===== src/rtl/ez8_prog_loader_pkg.sv =====
// Shared types and constants for the EZ8 program loader.
// Holds the loader state enum and the default frame start marker.
package ez8_loader_pkg;

  typedef enum logic [2:0] {
    IDLE,
    CNT_HI,
    CNT_LO,
    DATA_HI,
    DATA_LO,
    WRITE,
    CHECK,
    RELEASE
  } state_t;

  localparam logic [7:0] SYNC_BYTE_DEFAULT = 8'hA5;

  // Word count is 12 bits: {CNT_HI[3:0], CNT_LO}.
  localparam int CNT_W = 12;

endpackage


===== src/rtl/ez8_prog_loader_if.sv =====
// Byte-stream input and instruction-write output of the EZ8 program loader.
// master = byte source / memory side, slave = loader.
interface ez8_prog_loader_if #(
  parameter int ADDR_WIDTH = 12,
  parameter int DATA_WIDTH = 16
);
  logic [7:0]            rx_data;
  logic                  rx_valid;
  logic                  rx_ready;
  logic [ADDR_WIDTH-1:0] instr_writeaddr;
  logic [DATA_WIDTH-1:0] instr_writedata;
  logic                  instr_write_en;

  modport master (
    output rx_data, rx_valid,
    input  rx_ready, instr_writeaddr, instr_writedata, instr_write_en
  );

  modport slave (
    input  rx_data, rx_valid,
    output rx_ready, instr_writeaddr, instr_writedata, instr_write_en
  );
endinterface


===== src/rtl/ez8_prog_loader.sv =====
// Parses a framed EZ8 image from a byte stream and writes it into instruction memory,
// holding the CPU in reset/pause meanwhile. Optional trailing checksum: LOADER_CHECKSUM_EN.
module ez8_prog_loader
  import ez8_loader_pkg::*;
#(
  parameter int         ADDR_WIDTH = 12,
  parameter int         DATA_WIDTH = 16,
  parameter logic [7:0] SYNC_BYTE  = SYNC_BYTE_DEFAULT
) (
  input  logic                clk,
  input  logic                reset_n,
  ez8_prog_loader_if.slave    bus,
  output logic                cpu_reset,
  output logic                cpu_pause,
  output logic                busy,
  output logic                done,
  output logic                error
);

`ifdef LOADER_CHECKSUM_EN
  localparam state_t LAST_STATE = CHECK;
`else
  localparam state_t LAST_STATE = RELEASE;
`endif

  state_t                r_state;
  state_t                w_next;
  logic                  w_ready;
  logic                  w_accept;
  logic                  w_chk_fail;

  logic [3:0]            r_cnt_hi;
  logic [CNT_W-1:0]      r_remaining;
  logic [ADDR_WIDTH-1:0] r_addr;
  logic [7:0]            r_hi;
  logic [ADDR_WIDTH-1:0] r_wr_addr;
  logic [DATA_WIDTH-1:0] r_wr_data;
  logic                  r_cpu_reset;
  logic                  r_cpu_pause;
  logic                  r_busy;
  logic                  r_done;

  assign w_ready  = (r_state != WRITE) && (r_state != RELEASE);
  assign w_accept = bus.rx_valid && w_ready;

`ifdef LOADER_CHECKSUM_EN
  logic [7:0] r_sum;
  logic       r_error;

  assign w_chk_fail = (r_state == CHECK) && w_accept && (bus.rx_data != r_sum);

  always_ff @(posedge clk or negedge reset_n) begin
    if (!reset_n) begin
      r_sum   <= '0;
      r_error <= 1'b0;
    end else begin
      if (r_state == IDLE && w_accept && bus.rx_data == SYNC_BYTE) r_error <= 1'b0;
      if (w_chk_fail) r_error <= 1'b1;
      if (r_state == CNT_LO && w_accept) r_sum <= '0;
      if ((r_state == DATA_HI || r_state == DATA_LO) && w_accept)
        r_sum <= r_sum + bus.rx_data;
    end
  end

  assign error = r_error;
`else
  assign w_chk_fail = 1'b0;
  assign error      = 1'b0;
`endif

  // NOTE: sequential state uses non-blocking assignments so every register
  // samples pre-edge values, independent of statement order.
  always_ff @(posedge clk or negedge reset_n) begin
    if (!reset_n) r_state <= IDLE;
    else          r_state <= w_next;
  end

  // NOTE: w_next gets a default before the case so no path leaves it
  // unassigned, which would otherwise infer a latch.
  always_comb begin
    w_next = r_state;
    case (r_state)
      IDLE:    if (w_accept && bus.rx_data == SYNC_BYTE) w_next = CNT_HI;
      CNT_HI:  if (w_accept) w_next = CNT_LO;
      CNT_LO:  if (w_accept) w_next = ({r_cnt_hi, bus.rx_data} == '0) ? LAST_STATE : DATA_HI;
      DATA_HI: if (w_accept) w_next = DATA_LO;
      DATA_LO: if (w_accept) w_next = WRITE;
      WRITE:   w_next = (r_remaining == CNT_W'(1)) ? LAST_STATE : DATA_HI;
      CHECK: begin
`ifdef LOADER_CHECKSUM_EN
        if (w_accept) w_next = w_chk_fail ? IDLE : RELEASE;
`else
        w_next = IDLE;
`endif
      end
      RELEASE: w_next = IDLE;
      default: w_next = IDLE;
    endcase
  end

  always_ff @(posedge clk or negedge reset_n) begin
    if (!reset_n) begin
      r_cnt_hi    <= '0;
      r_remaining <= '0;
      r_addr      <= '0;
      r_hi        <= '0;
      r_wr_addr   <= '0;
      r_wr_data   <= '0;
      r_cpu_reset <= 1'b0;
      r_cpu_pause <= 1'b0;
      r_busy      <= 1'b0;
      r_done      <= 1'b0;
    end else begin
      case (r_state)
        IDLE: if (w_accept && bus.rx_data == SYNC_BYTE) begin
          r_busy      <= 1'b1;
          r_cpu_reset <= 1'b1;
          r_cpu_pause <= 1'b1;
          r_done      <= 1'b0;
        end
        CNT_HI: if (w_accept) r_cnt_hi <= bus.rx_data[3:0];
        CNT_LO: if (w_accept) begin
          r_remaining <= {r_cnt_hi, bus.rx_data};
          r_addr      <= '0;
        end
        DATA_HI: if (w_accept) r_hi <= bus.rx_data;
        // Write port registers load here so they hold steady outside the strobe.
        DATA_LO: if (w_accept) begin
          r_wr_data <= {r_hi, bus.rx_data};
          r_wr_addr <= r_addr;
        end
        WRITE: begin
          r_addr      <= r_addr + ADDR_WIDTH'(1);
          r_remaining <= r_remaining - CNT_W'(1);
        end
        CHECK: if (w_chk_fail) r_busy <= 1'b0;
        RELEASE: begin
          r_cpu_reset <= 1'b0;
          r_cpu_pause <= 1'b0;
          r_busy      <= 1'b0;
          r_done      <= 1'b1;
        end
        default: ;
      endcase
    end
  end

  assign bus.rx_ready        = w_ready;
  assign bus.instr_write_en  = (r_state == WRITE);
  assign bus.instr_writeaddr = r_wr_addr;
  assign bus.instr_writedata = r_wr_data;
  assign cpu_reset           = r_cpu_reset;
  assign cpu_pause           = r_cpu_pause;
  assign busy                = r_busy;
  assign done                = r_done;

endmodule

===== src/flat_wrapper.sv =====
// flat-port wrapper written by rule: the top's interface ports become plain ports
module ez8_prog_loader_flat import ez8_loader_pkg::*;
#(
  parameter int         ADDR_WIDTH = 12,
  parameter int         DATA_WIDTH = 16,
  parameter logic [7:0] SYNC_BYTE  = SYNC_BYTE_DEFAULT
)
  (clk, reset_n, cpu_reset, cpu_pause, busy, done, error, bus_rx_data, bus_rx_valid, bus_rx_ready, bus_instr_writeaddr, bus_instr_writedata, bus_instr_write_en);
  ez8_prog_loader_if #(.ADDR_WIDTH(ADDR_WIDTH), .DATA_WIDTH(DATA_WIDTH)) bus_i ();
  input  logic clk;
  input  logic reset_n;
  output logic cpu_reset;
  output logic cpu_pause;
  output logic busy;
  output logic done;
  output logic error;
  input wire logic [$bits(bus_i.rx_data)-1:0] bus_rx_data;
  input wire logic [$bits(bus_i.rx_valid)-1:0] bus_rx_valid;
  output wire logic [$bits(bus_i.rx_ready)-1:0] bus_rx_ready;
  output wire logic [$bits(bus_i.instr_writeaddr)-1:0] bus_instr_writeaddr;
  output wire logic [$bits(bus_i.instr_writedata)-1:0] bus_instr_writedata;
  output wire logic [$bits(bus_i.instr_write_en)-1:0] bus_instr_write_en;
  assign bus_i.rx_data = bus_rx_data;
  assign bus_i.rx_valid = bus_rx_valid;
  assign bus_rx_ready = bus_i.rx_ready;
  assign bus_instr_writeaddr = bus_i.instr_writeaddr;
  assign bus_instr_writedata = bus_i.instr_writedata;
  assign bus_instr_write_en = bus_i.instr_write_en;
  ez8_prog_loader #(.ADDR_WIDTH(ADDR_WIDTH), .DATA_WIDTH(DATA_WIDTH), .SYNC_BYTE(SYNC_BYTE)) u_core (.clk(clk), .reset_n(reset_n), .bus(bus_i), .cpu_reset(cpu_reset), .cpu_pause(cpu_pause), .busy(busy), .done(done), .error(error));
endmodule

===== config.mk =====
export PLATFORM = sky130hd
export DESIGN_NAME = ez8_prog_loader_flat
export DESIGN_NICKNAME = d
export VERILOG_FILES = /design/src/rtl/ez8_prog_loader_pkg.sv /design/src/rtl/ez8_prog_loader_if.sv /design/src/rtl/ez8_prog_loader.sv /design/src/flat_wrapper.sv
export SDC_FILE = /design/constraint.sdc
export NUM_CORES = 1
export LEC_CHECK = 0
export BUFFER_PORTS_ARGS = -buffer_cell sky130_fd_sc_hd__buf_4
export CAP_MARGIN = 20
export CORE_ASPECT_RATIO = 0.6
export CORE_UTILIZATION = 51
export CTS_CLUSTER_DIAMETER = 120
export DETAILED_ROUTE_END_ITERATION = 12
export PLACE_DENSITY = 0.81
export SETUP_SLACK_MARGIN = 0.02
export SLEW_MARGIN = 20
export SYNTH_ARGS = -nofsm -noshare
export SYNTH_HDL_FRONTEND = slang
export SYNTH_SLANG_ARGS = --single-unit

===== constraint.sdc =====
create_clock -name clk -period 2 [get_ports clk]
set_clock_uncertainty 0.15 [all_clocks]
set_input_delay 0.3 -clock clk [delete_from_list [all_inputs] [get_ports clk]]
set_output_delay 0.3 -clock clk [all_outputs]
set_load 0.02 [all_outputs]

==> impl_metrics.tcl <==
set metrics [dict create \
    synth_top_area_cell "dfrtp_1" \
    drv_cap 0 \
    worst-setup-path-type "flip-flop to flip-flop" \
    clk_latency_ps 340 \
    hold_violations 0 \
    worstPathRequired_ps 2110 \
    maxSlewHeadroom 0.665 \
    drt-initial-drc-count 158 \
    synth.distinct_cells 38 \
    drt-pass1-iter-count 5 \
    setup_viol 0 \
    end_kind "flip-flop" \
    hp-class "input pin to flip-flop" \
    die_area_sq_um 6390 \
    synth_seq_cells 69 \
    async_flop_share 1.00 \
    ys.flop_type "dfrtp_1" \
    p_per_area_nw_per_um2 1420 \
    clk_pin_slew_ps 80 \
    num_vias 2419 \
    critPathLaunchType "flip-flop" \
    post_synth.cell_area_avg_sq_um 11.6 \
    cpPeakStageDelay_ps 600 \
    io_pins 46 \
    cts_sinks 69 \
    worstPathCellList "inv_1 -> ha_1 -> or4b_2 -> nor4_2 -> o311ai_0 -> o21ai_0" \
    grtUsageTotal 0.245 \
    postSynthNetCount 280 \
    p_leak_nw 1.80 \
    gp_congestion 0.781 \
    hold-worst-slack_ps 86.6 \
    synth_edf_count 0 \
    portBuffers 44 \
    start_util 0.542 \
    route.detailed.drc 0 \
    status "completed" \
    critPathMaxFanout 2 \
    grt_pass1_wl_mm 11.7 \
    h-tree-depth 3 \
    overflow 0 \
    worstMarginPinSlew_ps 497 \
    die_y_um 62.3 \
    rows 21 \
    synthTopCellsByArea "dfrtp_1 (56%), mux2_2 (15%), nand2_1 (3.0%)" \
    p_sw_frac 0.366 \
    postSynthCellCount 266 \
    cts_buffers 9 \
    crit_path_top_delay_cell "or4b_2" \
    cts_root_buf "clkbuf_8" \
    drive_above_1_share 0.395 \
    p_switching_mw 1.98 \
    synth_top_area_share 0.559 \
    wl_mm 7.01 \
    slew_violations 0 \
    yosysSeqAreaShare 0.559 \
    die_w_um 102 \
    hpwl_mm 4.73 \
    rsz0062_at_grt "true" \
    clockBufferDepth 2 \
    fin_crit_ps 1990 \
    avgViaCountPerCell 5.91 \
    critPathArrivalTime_ps 2100 \
    p_clk_frac 0.189 \
    nNetsFinal 338 \
    diodes 0 \
    post-route-period-util 0.995 \
    p_int_mw 3.43 \
    timing.fmax_ghz 0.503 \
    grt_pass1_vias 2283 \
    area_delta_synth_final_pct 23.6 \
    yosys_warnings 0 \
    detail-route-antenna-nets 0 \
    cts_tree "done" \
    peakVddDrop_v 0.00110 \
    p_seq_frac 0.433 \
    combPwrFrac 0.378 \
    final_util 0.670 \
    routedWlPerCell_um 17.1 \
    antenna_found_initial 0 \
    grt_max_degree 70 \
    coreArea_sq_um 5700 \
    synthesis.area_sq_um 3090 \
]
## sequential cells by signal, indices dropped and copies added, names as in the netlist
| register | count |
|---|---|
| u_core.bus.instr_writeaddr | 12 |
| u_core.bus.instr_writedata | 16 |
| u_core.cpu_reset | 1 |
| u_core.done | 1 |
| u_core.r_addr | 12 |
| u_core.r_cnt_hi | 4 |
| u_core.r_hi | 8 |
| u_core.r_remaining | 12 |
| u_core.r_state | 3 |
## worst paths after layout
| check | cells after the start | from | to | slack, ps |
|---|---|---|---|---|
| setup / recovery | 6 | u_core.r_remaining[1]$_DFFE_PN0P_ | u_core.r_state[2]$_DFFE_PN0P_ | 10 |
| hold / removal | 2 | bus_rx_data[6] | u_core.r_hi[6]$_DFFE_PN0P_ | 90 |
| setup reg to reg | 6 | u_core.r_remaining[1]$_DFFE_PN0P_ | u_core.r_state[2]$_DFFE_PN0P_ | 10 |
| hold reg to reg | 1 | u_core.r_addr[11]$_DFFE_PN0P_ | u_core.r_addr[11]$_DFFE_PN0P_ | 350 |
| max in group asynchronous | 3 | reset_n | u_core.r_hi[7]$_DFFE_PN0P_ | 1060 |
| min in group asynchronous | 3 | reset_n | u_core.bus.instr_writeaddr[0]$_DFFE_PN0P_ | 350 |
## per-stage QoR
step / total power, mW / std cells / worst slack [ps] / area, sq um / setup TNS, ps
detailed placement: 4.32 / 389 / 27.9 / 3580 / 0
global route: 5.75 / 409 / -80.8 / 3820 / -85.3
finish: 5.41 / 409 / 10.1 / 3820 / 0
floorplan: 3.50 / 266 / 118 / 3090 / 0
CTS: 5.39 / 408 / 27.1 / 3790 / 0
global placement: 4.21 / 389 / 90.3 / 3580 / 0
## worst max-delay path: cells and delay by family, from the launching register on
| kind | cells | cell delay (ps) |
|---|---|---|
| adder cells (fa/ha/maj) | 1 | 140 |
| flip-flops | 1 | 380 |
| AND/OR/NAND/NOR | 2 | 810 |
| buffers and inverters | 1 | 70 |
| AO/OA/AOI/OAI | 2 | 360 |
## per-layer routing
layer  global-route usage  wire length (um)  up-vias
met5                    0                 0        -
met4               0.0732               102        0
met3               0.0968               673        9
met2                0.328              3010      120
met1                0.363              3230     1202
li1                     -                 -     1088
## logic make-up (layout without fill, tap and decap cells)
logic type / after synthesis / in the layout / synth area share
AOI/OAI and AO/OA: 45 / 45 / 0.0988
buffers and inverters: 23 / 86 / 0.0332
muxes: 43 / 43 / 0.155
adders and majority gates: 3 / 3 / 0.0121
other: 1 / 1 / 0.00121
and+or+nand+nor: 82 / 82 / 0.140
DFF: 69 / 69 / 0.559
## Yosys cell counts (all sizes together), types with 2 or more instances
library cell and count:
a21oi 8, a221o 2, a22o 2, and3 3
and4 3, buf 7, clkbuf 9, dfrtp 69
ha 3, inv 7, mux2 40, mux2i 3
nand2 25, nand3 12, nand4 5, nor2 11
nor3 5, nor4 4, o211ai 9, o21ai 14
o221a 2, o311ai 4, or3 7
## power groups by stage
stage | clock network, mW | registers, mW | logic (mW)
after detailed placement | 0 | 2.34 | 1.98
final | 1.02 | 2.34 | 2.05
after CTS | 1.05 | 2.33 | 2.02
after global routing | 1.13 | 2.41 | 2.21
after global placement | 0 | 2.31 | 1.90
after floorplan | 0 | 2.50 | 0.998
## cell usage in the layout (no fill, tap or decap), types with 3 or more instances in the layout
master	count
dfrtp_1	68
buf_4	59
mux2_2	40
nand2_1	25
o21ai_0	14
nand3_1	11
nor2_1	11
clkbuf_8	10
o211ai_1	9
a21oi_1	8
inv_1	6
nand4_1	5
nor3_1	5
or3_1	4
and4_1	3
and3_1	3
mux2i_1	3
o311ai_0	3
nor4_1	3
ha_1	3
## area by class of cell
class                      count  area, sq um
tap                           80          100
inverter                       7         26.3
timing repair buffer          63          504
clock buffer                  10          138
clock inverter                 6         46.3
sequential                    69         1730
fill                         422         1880
multi-input combinational    174         1280
## repair_timing
item / CTS / global route
gates resized for setup: 1 / 6
pin swaps: 1 / 1
setup endpoints to repair: 2 / 4
hold buffers: 1 / 0
hold endpoints to repair: 69 / 0
setup buffers: 2 / 1
Power figures use the tool's default switching activity.
